File: src/rtl/memory_arbiter_if.sv
// rtl/memory_arbiter_if.sv - core request ports and single-port RAM port of the arbiter
interface memory_arbiter_if;
  logic        c0_req;
  logic        c0_we;
  logic [15:0] c0_addr;
  logic [15:0] c0_wdata;
  logic [15:0] c0_rdata;
  logic        c0_done;
  logic        c1_req;
  logic        c1_we;
  logic [15:0] c1_addr;
  logic [15:0] c1_wdata;
  logic [15:0] c1_rdata;
  logic        c1_done;
  logic        mem_en;
  logic        mem_we;
  logic [15:0] mem_addr;
  logic [15:0] mem_wdata;
  logic [15:0] mem_rdata;
  logic        busy;

  modport slave (
    input  c0_req, c0_we, c0_addr, c0_wdata,
    input  c1_req, c1_we, c1_addr, c1_wdata,
    input  mem_rdata,
    output c0_rdata, c0_done, c1_rdata, c1_done,
    output mem_en, mem_we, mem_addr, mem_wdata, busy
  );

  modport master (
    output c0_req, c0_we, c0_addr, c0_wdata,
    output c1_req, c1_we, c1_addr, c1_wdata,
    output mem_rdata,
    input  c0_rdata, c0_done, c1_rdata, c1_done,
    input  mem_en, mem_we, mem_addr, mem_wdata, busy
  );
endinterface

File: src/rtl/memory_arbiter.sv
// rtl/memory_arbiter.sv - two-core round-robin arbiter for a single-port RAM
// Fixed four-cycle transaction: IDLE -> ACCESS -> CAPTURE -> DONE.
module memory_arbiter (
  input  logic            clk,
  input  logic            rst,
  memory_arbiter_if.slave bus
);
  typedef enum logic [1:0] {IDLE, ACCESS, CAPTURE, DONE} state_e;

  state_e      state_q, state_d;
  logic        owner_q, owner_d;
  logic        last_grant_q, last_grant_d;
  logic        we_q, we_d;
  logic [15:0] addr_q, addr_d;
  logic [15:0] wdata_q, wdata_d;
  logic [15:0] c0_rdata_q, c0_rdata_d;
  logic [15:0] c1_rdata_q, c1_rdata_d;
  logic        winner;

  // Core 1 wins only when alone or when core 0 held the previous grant.
  assign winner = bus.c1_req && (!bus.c0_req || !last_grant_q);

  always_ff @(posedge clk or posedge rst) begin
    if (rst) begin
      state_q      <= IDLE;
      owner_q      <= 1'b0;
      last_grant_q <= 1'b1;
      we_q         <= 1'b0;
      addr_q       <= 16'h0000;
      wdata_q      <= 16'h0000;
      c0_rdata_q   <= 16'h0000;
      c1_rdata_q   <= 16'h0000;
    end else begin
      state_q      <= state_d;
      owner_q      <= owner_d;
      last_grant_q <= last_grant_d;
      we_q         <= we_d;
      addr_q       <= addr_d;
      wdata_q      <= wdata_d;
      c0_rdata_q   <= c0_rdata_d;
      c1_rdata_q   <= c1_rdata_d;
    end
  end

  always_comb begin
    state_d      = state_q;
    owner_d      = owner_q;
    last_grant_d = last_grant_q;
    we_d         = we_q;
    addr_d       = addr_q;
    wdata_d      = wdata_q;
    c0_rdata_d   = c0_rdata_q;
    c1_rdata_d   = c1_rdata_q;
    case (state_q)
      IDLE: begin
        if (bus.c0_req || bus.c1_req) begin
          state_d      = ACCESS;
          owner_d      = winner;
          last_grant_d = winner;
          we_d         = winner ? bus.c1_we    : bus.c0_we;
          addr_d       = winner ? bus.c1_addr  : bus.c0_addr;
          wdata_d      = winner ? bus.c1_wdata : bus.c0_wdata;
        end
      end
      ACCESS: state_d = CAPTURE;
      CAPTURE: begin
        state_d = DONE;
        if (!we_q) begin
          if (owner_q) c1_rdata_d = bus.mem_rdata;
          else         c0_rdata_d = bus.mem_rdata;
        end
      end
      DONE: state_d = IDLE;
      default: state_d = IDLE;
    endcase
  end

  assign bus.mem_en    = (state_q == ACCESS);
  assign bus.mem_we    = (state_q == ACCESS) && we_q;
  assign bus.mem_addr  = addr_q;
  assign bus.mem_wdata = wdata_q;
  assign bus.c0_rdata  = c0_rdata_q;
  assign bus.c1_rdata  = c1_rdata_q;
  assign bus.c0_done   = (state_q == DONE) && !owner_q;
  assign bus.c1_done   = (state_q == DONE) && owner_q;
  assign bus.busy      = (state_q != IDLE);
endmodule

File: src/flat_wrapper.sv
// flat-port wrapper written by rule: the top's interface ports become plain ports
module memory_arbiter_flat 
  (clk, rst, bus_c0_req, bus_c0_we, bus_c0_addr, bus_c0_wdata, bus_c1_req, bus_c1_we, bus_c1_addr, bus_c1_wdata, bus_mem_rdata, bus_c0_rdata, bus_c0_done, bus_c1_rdata, bus_c1_done, bus_mem_en, bus_mem_we, bus_mem_addr, bus_mem_wdata, bus_busy);
  memory_arbiter_if bus_i ();
  input  logic clk;
  input  logic rst;
  input wire logic [$bits(bus_i.c0_req)-1:0] bus_c0_req;
  input wire logic [$bits(bus_i.c0_we)-1:0] bus_c0_we;
  input wire logic [$bits(bus_i.c0_addr)-1:0] bus_c0_addr;
  input wire logic [$bits(bus_i.c0_wdata)-1:0] bus_c0_wdata;
  input wire logic [$bits(bus_i.c1_req)-1:0] bus_c1_req;
  input wire logic [$bits(bus_i.c1_we)-1:0] bus_c1_we;
  input wire logic [$bits(bus_i.c1_addr)-1:0] bus_c1_addr;
  input wire logic [$bits(bus_i.c1_wdata)-1:0] bus_c1_wdata;
  input wire logic [$bits(bus_i.mem_rdata)-1:0] bus_mem_rdata;
  output wire logic [$bits(bus_i.c0_rdata)-1:0] bus_c0_rdata;
  output wire logic [$bits(bus_i.c0_done)-1:0] bus_c0_done;
  output wire logic [$bits(bus_i.c1_rdata)-1:0] bus_c1_rdata;
  output wire logic [$bits(bus_i.c1_done)-1:0] bus_c1_done;
  output wire logic [$bits(bus_i.mem_en)-1:0] bus_mem_en;
  output wire logic [$bits(bus_i.mem_we)-1:0] bus_mem_we;
  output wire logic [$bits(bus_i.mem_addr)-1:0] bus_mem_addr;
  output wire logic [$bits(bus_i.mem_wdata)-1:0] bus_mem_wdata;
  output wire logic [$bits(bus_i.busy)-1:0] bus_busy;
  assign bus_i.c0_req = bus_c0_req;
  assign bus_i.c0_we = bus_c0_we;
  assign bus_i.c0_addr = bus_c0_addr;
  assign bus_i.c0_wdata = bus_c0_wdata;
  assign bus_i.c1_req = bus_c1_req;
  assign bus_i.c1_we = bus_c1_we;
  assign bus_i.c1_addr = bus_c1_addr;
  assign bus_i.c1_wdata = bus_c1_wdata;
  assign bus_i.mem_rdata = bus_mem_rdata;
  assign bus_c0_rdata = bus_i.c0_rdata;
  assign bus_c0_done = bus_i.c0_done;
  assign bus_c1_rdata = bus_i.c1_rdata;
  assign bus_c1_done = bus_i.c1_done;
  assign bus_mem_en = bus_i.mem_en;
  assign bus_mem_we = bus_i.mem_we;
  assign bus_mem_addr = bus_i.mem_addr;
  assign bus_mem_wdata = bus_i.mem_wdata;
  assign bus_busy = bus_i.busy;
  memory_arbiter u_core (.clk(clk), .rst(rst), .bus(bus_i));
endmodule
File: config.mk
export PLATFORM = sky130hd
export DESIGN_NAME = memory_arbiter_flat
export DESIGN_NICKNAME = d
export VERILOG_FILES = /design/src/rtl/memory_arbiter_if.sv /design/src/rtl/memory_arbiter.sv /design/src/flat_wrapper.sv
export SDC_FILE = /design/constraint.sdc
export NUM_CORES = 1
export LEC_CHECK = 0
export CAP_MARGIN = 5
export CORE_ASPECT_RATIO = 2
export CORE_MARGIN = 4
export CORE_UTILIZATION = 35
export CTS_BUF_LIST = sky130_fd_sc_hd__clkbuf_16
export DETAILED_ROUTE_END_ITERATION = 16
export GPL_ROUTABILITY_DRIVEN = 0
export PLACE_DENSITY = 0.82
export SYNTH_ARGS = -nofsm -noshare
export SYNTH_HDL_FRONTEND = slang
export SYNTH_SLANG_ARGS = --single-unit
File: constraint.sdc
create_clock -name clk -period 2.95 [get_ports clk]
set_input_delay 0.59 -clock clk [delete_from_list [all_inputs] [get_ports clk]]
set_output_delay 0.59 -clock clk [all_outputs]
set_load 0.005 [all_outputs]
; Yosys cells after proc, flatten, opt, wreduce, memory -nomap -nowiden
; Index checks and enable logic that the tools add are counted.
[op_classes]
bitwise = 2
n_reduce_logical = 14
n_eq_ne = 4
muxes = 5
[op_table]
columns = cell, count
row1 = 16-bit 2-to-1 mux, 2
row2 = 2-bit case mux with 4 select lines, 1
row3 = 3-bit AND reduction, 2
row4 = "2-bit equality test, second input constant", 2
row5 = 1-bit logical AND, 4
row6 = 1-bit logical NOT, 3
row7 = "2-bit by 1-bit equality test with 1-bit output, second input constant", 1
row8 = 2-bit logical NOT, 1
row9 = 1-bit logical OR, 2
row10 = 2-bit 2-to-1 mux, 1
row11 = "2-bit by 1-bit inequality test with 1-bit output, second input constant", 1
row12 = 1-bit inverter, 2
row13 = 2-bit AND reduction, 1
row14 = 2-bit nonzero test, 1
row15 = 1-bit 2-to-1 mux, 1
[word_totals]
in_bits = 86
out_inout_bits = 69
reg_bits = 69
word_cells = 33

; Depth between registers and ports, before layout
; Gate-level depths: netlist of run 1.
[logic_depth]
depth_word = 4
depth_mapped = 7
depth_no_buf = 5

; Worst setup path after synthesis of run 1
; OpenSTA, ideal clock, no wires.
[synth_path]
path_type = reg-to-reg
start = register u_core.state_q[0]
end = register u_core.c0_rdata_q[0] (netlist: u_core.bus.c0_rdata[0])
setup_slack_ps = 1283
synth_period_minus_slack_ps = 1667
t_arrival_ps = 1542
n_path_buf = 1
path_stages_with_launch = 6
setup_ps = 125
t_required_ps = 2825
path_cell_list = dfrtp_1 > inv_1 > ha_1 > nor3b_4 > buf_6 > mux2_2
[synth_via]
elab_chain_len = 2
[synth_lines]
columns = element, line
row1 = "start, declared", memory_arbiter.sv:10  ; state_e state_q, state_d;
row2 = "start signal, assigned", memory_arbiter.sv:34  ; state_q <= state_d;
row3 = 2-bit equality test, memory_arbiter.sv:54  ; case (state_q)
row4 = 3-bit AND reduction (no source line), -
row5 = "end signal, assigned", memory_arbiter.sv:40  ; c0_rdata_q <= c0_rdata_d;
row6 = "end, declared", memory_arbiter.sv:16  ; logic [15:0] c0_rdata_q, c0_rdata_d;
; Every way passes these cells.
; A chain may end at the register's enable or synchronous reset.

; Worst setup path after layout of run 1
[layout_path]
start = register u_core.state_q[0]
end = output port bus_busy
[layout_via]
elab_chain_len = 1
[layout_lines]
columns = element, line
row1 = 2-bit nonzero test, memory_arbiter.sv:86  ; assign bus.busy = (state_q != IDLE);
row2 = "end, declared", flat_wrapper.sv:24  ; output wire logic [$bits(bus_i.busy)-1:0] bus_busy;
; Every way passes these cells.

==> reports/metrics.csv, run 1 <==
stage,metric,value,unit
run_status,status,completed,
setup_path,cp.arrival,1.72,ns
synthesis,synth_top_flop_cell,dfrtp_1,
sta,finalSetupTns,0,ns
placement,dp_slack,0.688,ns
route,drt-vias-per-instance,4.88,
setup_path,startpoint_type,flop,
floorplanning,initial_core_util,35.9,%
power,total_leakage_power,2.08,nW
synthesis,syn_inst,276,
clock_tree,cts_hold_buf,0,
route,wl_per_cell,15.5,um
route,ant_nets,0,
setup_path,crit_type,flop to output port,
job,maxCapViolations,0,
layout,final_cell_area,4920,um2
global_route,grt_pass1_vias,2702,
setup_path,cp_max_fo,7,
floorplanning,io_pins,155,
clock_tree,cts_root_buf,clkbuf_16,
layout,diodes,0,
sta,period_share,78.3,%
global_route,grt_pass1_wl,12.9,mm
synthesis,syn_nets,366,
clock_tree,cts_tree,done,
layout,fin_nets,520,
synthesis,synth_edf_count,0,
clock_tree,post-cts-setup-buffers,0,
sta,hold_viol,0,
route,drt-pass1-iter-count,6,
clock_tree,cts.sinks,69,
layout,multi_input_area,1130,um2
sta,rsz0062_at_grt,no,
setup_path,endpoint_kind,output port,
global_route,grt_use_total,16.3,%
synthesis,ys_types,27,
sta,setup_violations,0,
floorplanning,dieArea,10100,um2
clock_tree,cts_buffers,9,
power,power.density,1030,nW/um2
power,max-vdd-ir-drop,490,uV
layout,synthToLayoutAreaGrowth,65.2,%
synthesis,async_flop_share,100,%
sta,fmax,433,MHz
worst_hold_path,hold_class,flop to flop,
layout,layout_commonest_cell,clkdlybuf4s50_1,
floorplanning,rows,47,
synthesis,ys_seq_area_share,58.0,%
route,drt_wl_total,8.29,mm
synthesis,netlist_area,2980,um2
clock_tree,clk_pin_slew,0.06,ns
power,power,5.05,mW
layout,register_area,1730,um2
sta,slew_viol_final,0,
clock_tree,cts_max_level,3,
clock_tree,cts.repair.resized,0,
layout,final_cell_mix,"clkdlybuf4s50_1, a21oi_1, dfrtp_1",
sta,layout_setup_ws,0.642,ns
floorplanning,die_x,73.2,um
layout,fillers,679,
route,drt_iter0_drc,86,
setup_path,cp.required,2.36,ns
sta,finalClockSkew,0.00914,ns
synthesis,yosysWarnings,0,
route,drc_errors,0,
global_route,grt_max_degree,46,
global_route,grt_overflow_total,0,
clock_tree,clock_path_buffers,2,
sta,slew_headroom,43.3,%
sta,worst_pin_slew,0.849,ns
placement,portBuffers,154,
layout,layout-drive-gt1-share,12.6,%
synthesis,synth_seq_cells,69,
route,vias,2600,
placement,dp_hpwl,6.38,mm
floorplanning,die_y,138,um
clock_tree,worstSkewPairLatency,0.33,ns
synthesis,synth_area_per_cell,10.8,um2
sta,fin_crit,2.31,ns
global_route,antenna_found_initial,0,
placement,placed_area,4600,um2
floorplanning,core-area,8290,um2
## report_power, final
| part | switching [mW] | total, mW | internal [mW] |
|---|---|---|---|
| logic | 0.842 | 2.21 | 1.37 |
| clock network | 0.391 | 1.13 | 0.735 |
| registers | 0.274 | 1.72 | 1.44 |
## cell type report
type,instances,area share [%]
Clock buffer,9,4.58
Clock inverter,7,1.86
Sequential cell,69,35.1
Timing Repair Buffer,160,32.5
Inverter,4,0.305
Multi-Input combinational cell,186,23.1
Tap cell,98,2.49
## worst paths after layout
path,from,end,slack (ns),cells past startpoint
min,u_core.bus.c1_rdata[13],u_core.bus.c1_rdata[13],0.50,1
min reg2reg,u_core.bus.c1_rdata[13],u_core.bus.c1_rdata[13],0.50,1
max reg2reg,u_core.state_q[0],u_core.bus.c0_rdata[9],0.90,4
max,u_core.state_q[0],bus_busy,0.64,4
max in group asynchronous,rst,u_core.last_grant_q,1.62,3
min in group asynchronous,rst,u_core.bus.mem_addr[12],0.64,2
## layer usage
layer,track usage [%],vias up,share of wire [%]
li1,-,1243,-
met1,16.3,1233,34
met2,29.9,112,56
met3,5.45,12,8.1
met4,6.23,0,2.0
met5,0,-,0
## Yosys cell counts, drive strengths merged, types with 2 or more instances
cell / count / area, um2
inv: 4 / 15.0
ha: 4 / 50.1
a21oi: 68 / 340
and2: 2 / 12.5
buf: 16 / 95.1
dfrtp: 68 / 1700
nand2: 34 / 128
mux2: 33 / 372
o21ai: 2 / 13.8
nor2: 34 / 128
## worst max-delay path, cell delays in order (launching register included)
cell	delay [ns]
dfrtp_1	0.40
inv_1	0.08
ha_1	0.30
inv_2	0.09
clkdlybuf4s50_1	0.52
## flip-flops by register name, summed over array words and instances (netlist names)
signal and flops:
u_core.bus.c0_rdata 16, u_core.bus.c1_rdata 16, u_core.bus.mem_addr 16, u_core.bus.mem_wdata 16
u_core.last_grant_q 1, u_core.owner_q 1, u_core.state_q 2, u_core.we_q 1
## stage by stage
step           cells  hold slack, ns  util [%]
5_1_grt          533           0.518      59.3
3_5_place_dp     517           0.490      55.5
3_3_place_gp     517           0.475      55.5
4_1_cts          533           0.501      59.3
2_1_floorplan    276           0.489         -
6_report         533           0.496      59.3
## cell families after synthesis
| family | synth area share, % |
|---|---|
| flops | 58.0 |
| compound gates | 13.1 |
| fa+ha+maj | 1.68 |
| simple gates | 10.9 |
| buf+inv | 3.82 |
| mux | 12.5 |
Note: power is estimated with default switching activity, not from simulation.
==> run 2, diff against run 1 <==
- PLACE_DENSITY: 0.82 -> 0.85
- clock period: 2.95 -> 2.1 ns (I/O delays scaled with it)
==> run 2 against run 1 <==
Clock skew is 0.0013 ns lower. Global-route usage is 0.71 points higher. Clock power grew 40%. Sequential power rose by 41%. Count of clock-buffer cells in the layout unchanged. First-iteration DRC count rose by 17%. Core utilization grew 1.0 points. Final cell count increased by 0.38%. Critical path depth unchanged. Register-to-register slack worse by 0.50 ns. Largest cell class unchanged.
==> reports/metrics.csv, run 2 (same netlist as run 1, synthesis figures left out) <==
stage,metric,value,unit,change
run_status,status,completed,,
route,drc_errors,0,,unchanged
clock_tree,cts_hold_buf,0,,unchanged
clock_tree,worstSkewPairLatency,0.32,ns,about the same
setup_path,cp.required,1.68,ns,-0.68 ns
clock_tree,clk_pin_slew,0.06,ns,about the same
sta,slew_viol_final,0,,unchanged
floorplanning,io_pins,155,,unchanged
clock_tree,cts_root_buf,clkbuf_16,,
setup_path,crit_top_cell,inv_2,,
layout,final_cell_mix,"clkdlybuf4s50_1, a21oi_1, dfrtp_1",,
setup_path,rr_worst_depth,5,,+1
placement,dp_cells,519,,+0.39%
global_route,grt.met1_usage,17.1,%,+0.83 points
sta,setup_violations,0,,unchanged
floorplanning,initial_core_util,35.9,%,unchanged
sta,finalClockSkew,0.00789,ns,-0.00125 ns
route,ant_nets,0,,unchanged
route,vias,2655,,+2.1%
setup_path,r2r-end,u_core.bus.c0_rdata[0],,
clock_tree,cts_max_level,3,,unchanged
sta,rsz0062_at_grt,no,,
layout,layout-drive-gt1-share,14.0,%,+1.3 points
floorplanning,rows,47,,unchanged
global_route,grt_max_degree,43,,-6.5%
route,drt_iter0_drc,101,,+17%
floorplanning,die_y,138,um,unchanged
layout,fin_nets,522,,+0.38%
global_route,antenna_found_initial,0,,unchanged
power,power.density,1440,nW/um2,+40%
setup_path,crit_type,flop to output port,,
setup_path,endpoint_kind,output port,,
setup_path,cp_slowest_cell,clkdlybuf4s50_1,,
global_route,grt_pass1_wl,13.5,mm,+4.5%
route,wl_per_cell,16.0,um,+3.1%
global_route,grt_use_total,17.0,%,+0.71 points
placement,portBuffers,154,,unchanged
floorplanning,dieArea,10100,um2,unchanged
setup_path,cp_max_fo,7,,unchanged
sta,fmax,505,MHz,
setup_path,startpoint_type,flop,,
setup_path,rrSetupSlack,0.40,ns,-0.50 ns
placement,dp_hpwl,6.67,mm,+4.5%
setup_path,r2r_start,u_core.state_q[0],,
clock_tree,cts_tree,done,,
global_route,grt_pass1_vias,2901,,+7.4%
floorplanning,die_x,73.2,um,unchanged
setup_path,cp.arrival,1.56,ns,-0.16 ns
setup_path,slowest_delay,0.51,ns,about the same
sta,worst_pin_slew,0.315,ns,-0.535 ns
clock_tree,post-cts-setup-buffers,0,,unchanged
route,drt-vias-per-instance,4.96,,+1.7%
clock_tree,cts.sinks,69,,unchanged
route,drt_wl_total,8.57,mm,+3.5%
layout,layout.cells.non_filler,535,,+0.38%
floorplanning,core-area,8290,um2,unchanged
sta,hold_viol,0,,unchanged
sta,slew_headroom,79.0,%,+36 points
sta,hold_slack,0.356,ns,-0.140 ns
power,total_leakage_power,2.13,nW,+2.4%
setup_path,path_cells,"inv_2, ha_4, inv_2, clkdlybuf4s50_1",,
global_route,grtUsageMet2,31.2,%,+1.3 points
clock_tree,clock_path_buffers,2,,unchanged
job,maxCapViolations,0,,unchanged
global_route,met3_usage,4.58,%,-0.87 points
sta,fin_crit,1.98,ns,
layout,layout_commonest_cell,clkdlybuf4s50_1,,
global_route,busiest_layer,met2,,
layout,synthToLayoutAreaGrowth,68.0,%,
sta,finalSetupTns,0,ns,unchanged
power,max-vdd-ir-drop,714,uV,+46%
sta,period_share,94.2,%,
route,drt-pass1-iter-count,10,,+4
layout,diodes,0,,unchanged
clock_tree,cts_buffers,9,,unchanged
global_route,grt_overflow_total,0,,unchanged
worst_hold_path,hold_class,primary input to asynchronous set/reset pin,,
[run 2: changes by cell type in the layout (fill, tap and decap cells not counted)]
cell,delta
buf_12,+4
buf_4,-2
clkdlybuf4s50_1,-1
clkinv_1,-1
clkinv_2,+2
clkinv_4,+1
clkinvlp_4,-1
dlymetal6s2s_1,+1
ha_1,-1
ha_4,+1
inv_1,-2
inv_2,+1
[run 2: power breakdown]
| part | total, mW | internal [mW] | switching, mW |
|---|---|---|---|
| sequential | 2.42 | 2.03 | 0.390 |
| combinational | 3.22 | 2.00 | 1.21 |
| clock | 1.58 | 1.03 | 0.549 |
[run 2: routing by layer]
metal  up-vias  part of all wire [%]
met5         -                     0
met4         0                   2.7
met3        19                   7.3
met2       120                    56
met1      1271                    34
li1       1245                     -
[run 2: final cells by class]
| type | count | area (um2) |
|---|---|---|
| Inverter | 4 | 18.8 |
| Clock inverter | 7 | 91.3 |
| Tap cell | 98 | 123 |
| Fill cell | 689 | 3290 |
| Sequential cell | 69 | 1730 |
| Multi-Input combinational cell | 186 | 1150 |
| Timing Repair Buffer | 162 | 1670 |
| Clock buffer | 9 | 225 |
[run 2: worst max-delay path by stage]
stage | start | to | slack (ns) | cells past startpoint
finish | u_core.state_q[0] | bus_busy | 0.12 | 4
global route | u_core.state_q[0] | bus_busy | 0.03 | 4
CTS | u_core.state_q[0] | bus_busy | 0.03 | 4
detailed placement | bus_c0_req | u_core.bus.mem_wdata[0] | 0.21 | 5
global placement | bus_c0_req | u_core.bus.mem_addr[9] | 0.28 | 5
floorplan | u_core.state_q[0] | u_core.bus.c0_rdata[0] | 0.43 | 5
[run 2: critical path, delay by kind of cell (launching register included)]
family | cells | cell delay, ns
adders and majority gates | 1 | 0.19
DFF | 1 | 0.41
buffers and inverters | 3 | 0.65
[run 2: per-stage QoR]
step	instance area [um2]	worst slack (ns)	util, %	power (mW)
after detailed placement	4670	0.210	56.3	5.68
final	5000	0.121	60.3	7.21
after global routing	5000	0.0296	60.3	7.70
after CTS	4990	0.0297	60.1	7.30
after global placement	4670	0.280	56.3	5.55
after floorplan	2980	0.433	-	3.74
[run 2: repair_timing]
item | in CTS | in global routing
endpoints found under the hold margin | 0 | 0
endpoints found under the setup margin | 1 | 2
resized for setup | 1 | 4
==> run 3, diff against run 2 <==
- CORE_UTILIZATION: 35 -> 36
- PLACE_DENSITY: 0.85 -> 0.87
==> run 3 against run 2 <==
Flip-flop and latch count did not move. Combinational power barely moved. Sequential share of layout area barely moved. Highest routed layer unchanged. Critical endpoint unchanged. Final cell count did not move. Critical path depth did not move.
==> reports/metrics.csv, run 3 (same netlist as run 1, synthesis figures left out) <==
stage,metric,value,unit,change
run_status,status,completed,,
power,switching_power,2.17,mW,+0.71%
layout,final_cell_mix,"clkdlybuf4s50_1, a21oi_1, dfrtp_1",,
placement,dp_hpwl,6.72,mm,+0.62%
route,vias,2684,,+1.1%
clock_tree,clk_pin_slew,0.05,ns,about the same
global_route,antenna_found_initial,0,,unchanged
setup_path,r2r_start,u_core.state_q[0],,
setup_path,path_cells,"inv_1, ha_2, inv_2, clkdlybuf4s50_1",,
layout,layout_commonest_cell,clkdlybuf4s50_1,,
global_route,grt_use_total,17.9,%,+0.89 points
sta,setup_violations,0,,unchanged
layout,layout.cells.non_filler,535,,unchanged
job,maxCapViolations,0,,unchanged
sta,worst_pin_slew,0.375,ns,+0.0600 ns
sta,layout_setup_ws,0.0334,ns,-0.0874 ns
floorplanning,dieArea,9880,um2,-2.6%
sta,period_share,98.4,%,+4.2 points
placement,dp_slack,0.230,ns,+0.0198 ns
route,drt_iter0_drc,172,,+70%
power,intPower,5.17,mW,+2.1%
setup_path,path_depth,4,,unchanged
setup_path,startpoint_type,flop,,
floorplanning,die_y,137,um,-1.3%
clock_tree,cts_root_buf,clkbuf_16,,
power,seqPwrFrac,33.0,%,-0.5 points
sta,slew_headroom,75.0,%,-4.0 points
clock_tree,cts_hold_buf,0,,unchanged
clock_tree,cts.sinks,69,,unchanged
route,drc_errors,0,,unchanged
global_route,grt_overflow_total,0,,unchanged
worst_hold_path,hold_class,flop to flop,,
setup_path,rrSetupSlack,0.38,ns,-0.02 ns
clock_tree,worstSkewPairLatency,0.33,ns,about the same
setup_path,rr_worst_depth,5,,unchanged
clock_tree,cts_tree,done,,
setup_path,cp-endpoint,bus_busy,,
setup_path,critical_path_buf_inv_count,3,,unchanged
power,power,7.33,mW,+1.7%
worst_hold_path,hold_start,u_core.bus.c1_rdata[14],,
floorplanning,core-area,8000,um2,-3.5%
layout,layout-drive-gt1-share,14.6,%,+0.62 points
placement,portBuffers,154,,unchanged
global_route,grt_pass1_vias,2966,,+2.2%
global_route,grt_pass1_wl,13.7,mm,+1.4%
global_route,grt_max_degree,70,,+63%
power,power.density,1470,nW/um2,+1.8%
floorplanning,initial_core_util,37.2,%,+1.3 points
layout,fillers,646,,-6.2%
setup_path,cp.arrival,1.65,ns,+0.09 ns
clock_tree,cts_buffers,9,,unchanged
setup_path,cpLargestDelayFamily,buffers and inverters,,
sta,finalClockSkew,0.00527,ns,-0.00262 ns
sta,fmax,484,MHz,-4.2%
clock_tree,cts_max_level,3,,unchanged
setup_path,critPathLaunch,u_core.state_q[0],,
sta,hold_viol,0,,unchanged
clock_tree,clock_path_buffers,2,,unchanged
power,power.share.clock,23.1,%,+1.2 points
setup_path,cp_max_fo,7,,unchanged
route,wl_per_cell,16.5,um,+3.3%
route,ant_nets,0,,unchanged
setup_path,r2r-end,u_core.bus.c0_rdata[1],,
sta,slew_viol_final,0,,unchanged
floorplanning,io_pins,155,,unchanged
setup_path,endpoint_kind,output port,,
power,max-vdd-ir-drop,788,uV,+10%
route,drt_wl_total,8.85,mm,+3.3%
setup_path,crit_type,flop to output port,,
placement,placed_area,4640,um2,-0.54%
power,power_frac_comb,43.9,%,-0.7 points
power,total_leakage_power,2.12,nW,-0.69%
layout,final_cell_area,4990,um2,-0.13%
setup_path,slowest_delay,0.51,ns,about the same
floorplanning,rows,46,,-2.1%
placement,dp_cells,519,,unchanged
sta,hold_slack,0.491,ns,+0.134 ns
setup_path,cp.required,1.68,ns,about the same
route,drt-vias-per-instance,5.02,,+1.1%
floorplanning,die_x,72.3,um,-1.2%
setup_path,cp_slowest_cell,clkdlybuf4s50_1,,
layout,diodes,0,,unchanged
sta,fin_crit,2.07,ns,+0.0874 ns
sta,rsz0062_at_grt,yes,,
layout,fin_nets,525,,+0.57%
route,drt-pass1-iter-count,4,,-6
layout,synthToLayoutAreaGrowth,67.8,%,
power,swShare,29.6,%,-0.28 points
==> run 3: changes by cell type in the layout (fill, tap and decap cells not counted) <==
| cell | delta |
|---|---|
| buf_12 | -3 |
| clkinv_2 | -1 |
| dlymetal6s2s_1 | -1 |
| ha_2 | +2 |
| clkdlybuf4s50_1 | +1 |
| ha_1 | -1 |
| ha_4 | -1 |
| bufinv_16 | +1 |
| inv_2 | -1 |
| buf_4 | +6 |
==> run 3: per-stage QoR <==
step / TNS (ns) / utilization [%]
final: 0 / 62.4
after global routing: -0.0716 / 62.4
after CTS: 0 / 62.3
after detailed placement: 0 / 58.0
after global placement: 0 / 58.0
after floorplan: 0 / -
==> run 3: layout make-up <==
cell class	instances	area, um2	share of cell area, %
inverters	4	18.8	0.376
clock buffers	9	225	4.51
multi-input cells	186	1140	22.8
clock inverters	6	113	2.26
flip-flops and latches	69	1730	34.6
well taps	96	120	2.41
repair buffers	165	1650	33.0
==> run 3: worst min path at each step <==
stage | to | slack, ns | depth (start not counted)
after floorplan | u_core.bus.c1_rdata[0] | 0.49 | 1
final | u_core.bus.c1_rdata[14] | 0.49 | 1
after global routing | u_core.bus.c1_rdata[3] | 0.51 | 1
after CTS | u_core.bus.c1_rdata[14] | 0.49 | 1
after detailed placement | u_core.bus.c1_rdata[14] | 0.48 | 1
after global placement | u_core.bus.c1_rdata[3] | 0.47 | 1
==> run 3: power by group through the flow <==
stage	Sequential [mW]	Combinational [mW]	Clock (mW)
3_5_place_dp	2.44	3.23	0
5_1_grt	2.51	3.50	1.79
2_1_floorplan	2.45	1.28	0
3_3_place_gp	2.40	3.13	0
6_report	2.42	3.22	1.69
4_1_cts	2.43	3.25	1.73
==> run 3: layer usage <==
metal / GRT usage [%] / up-vias / wire length, um / part of all wire, %
met3: 5.15 / 16 / 648 / 7.3
met2: 34.4 / 122 / 5020 / 57
met5: 0 / - / 0 / 0
met1: 17.1 / 1296 / 2970 / 34
met4: 7.32 / 0 / 206 / 2.3
li1: - / 1250 / - / -
==> run 3: repair_timing <==
item / in CTS / in global routing
buffers inserted: 0 / 1
setup endpoints to repair: 1 / 2
resized for setup: 1 / 2
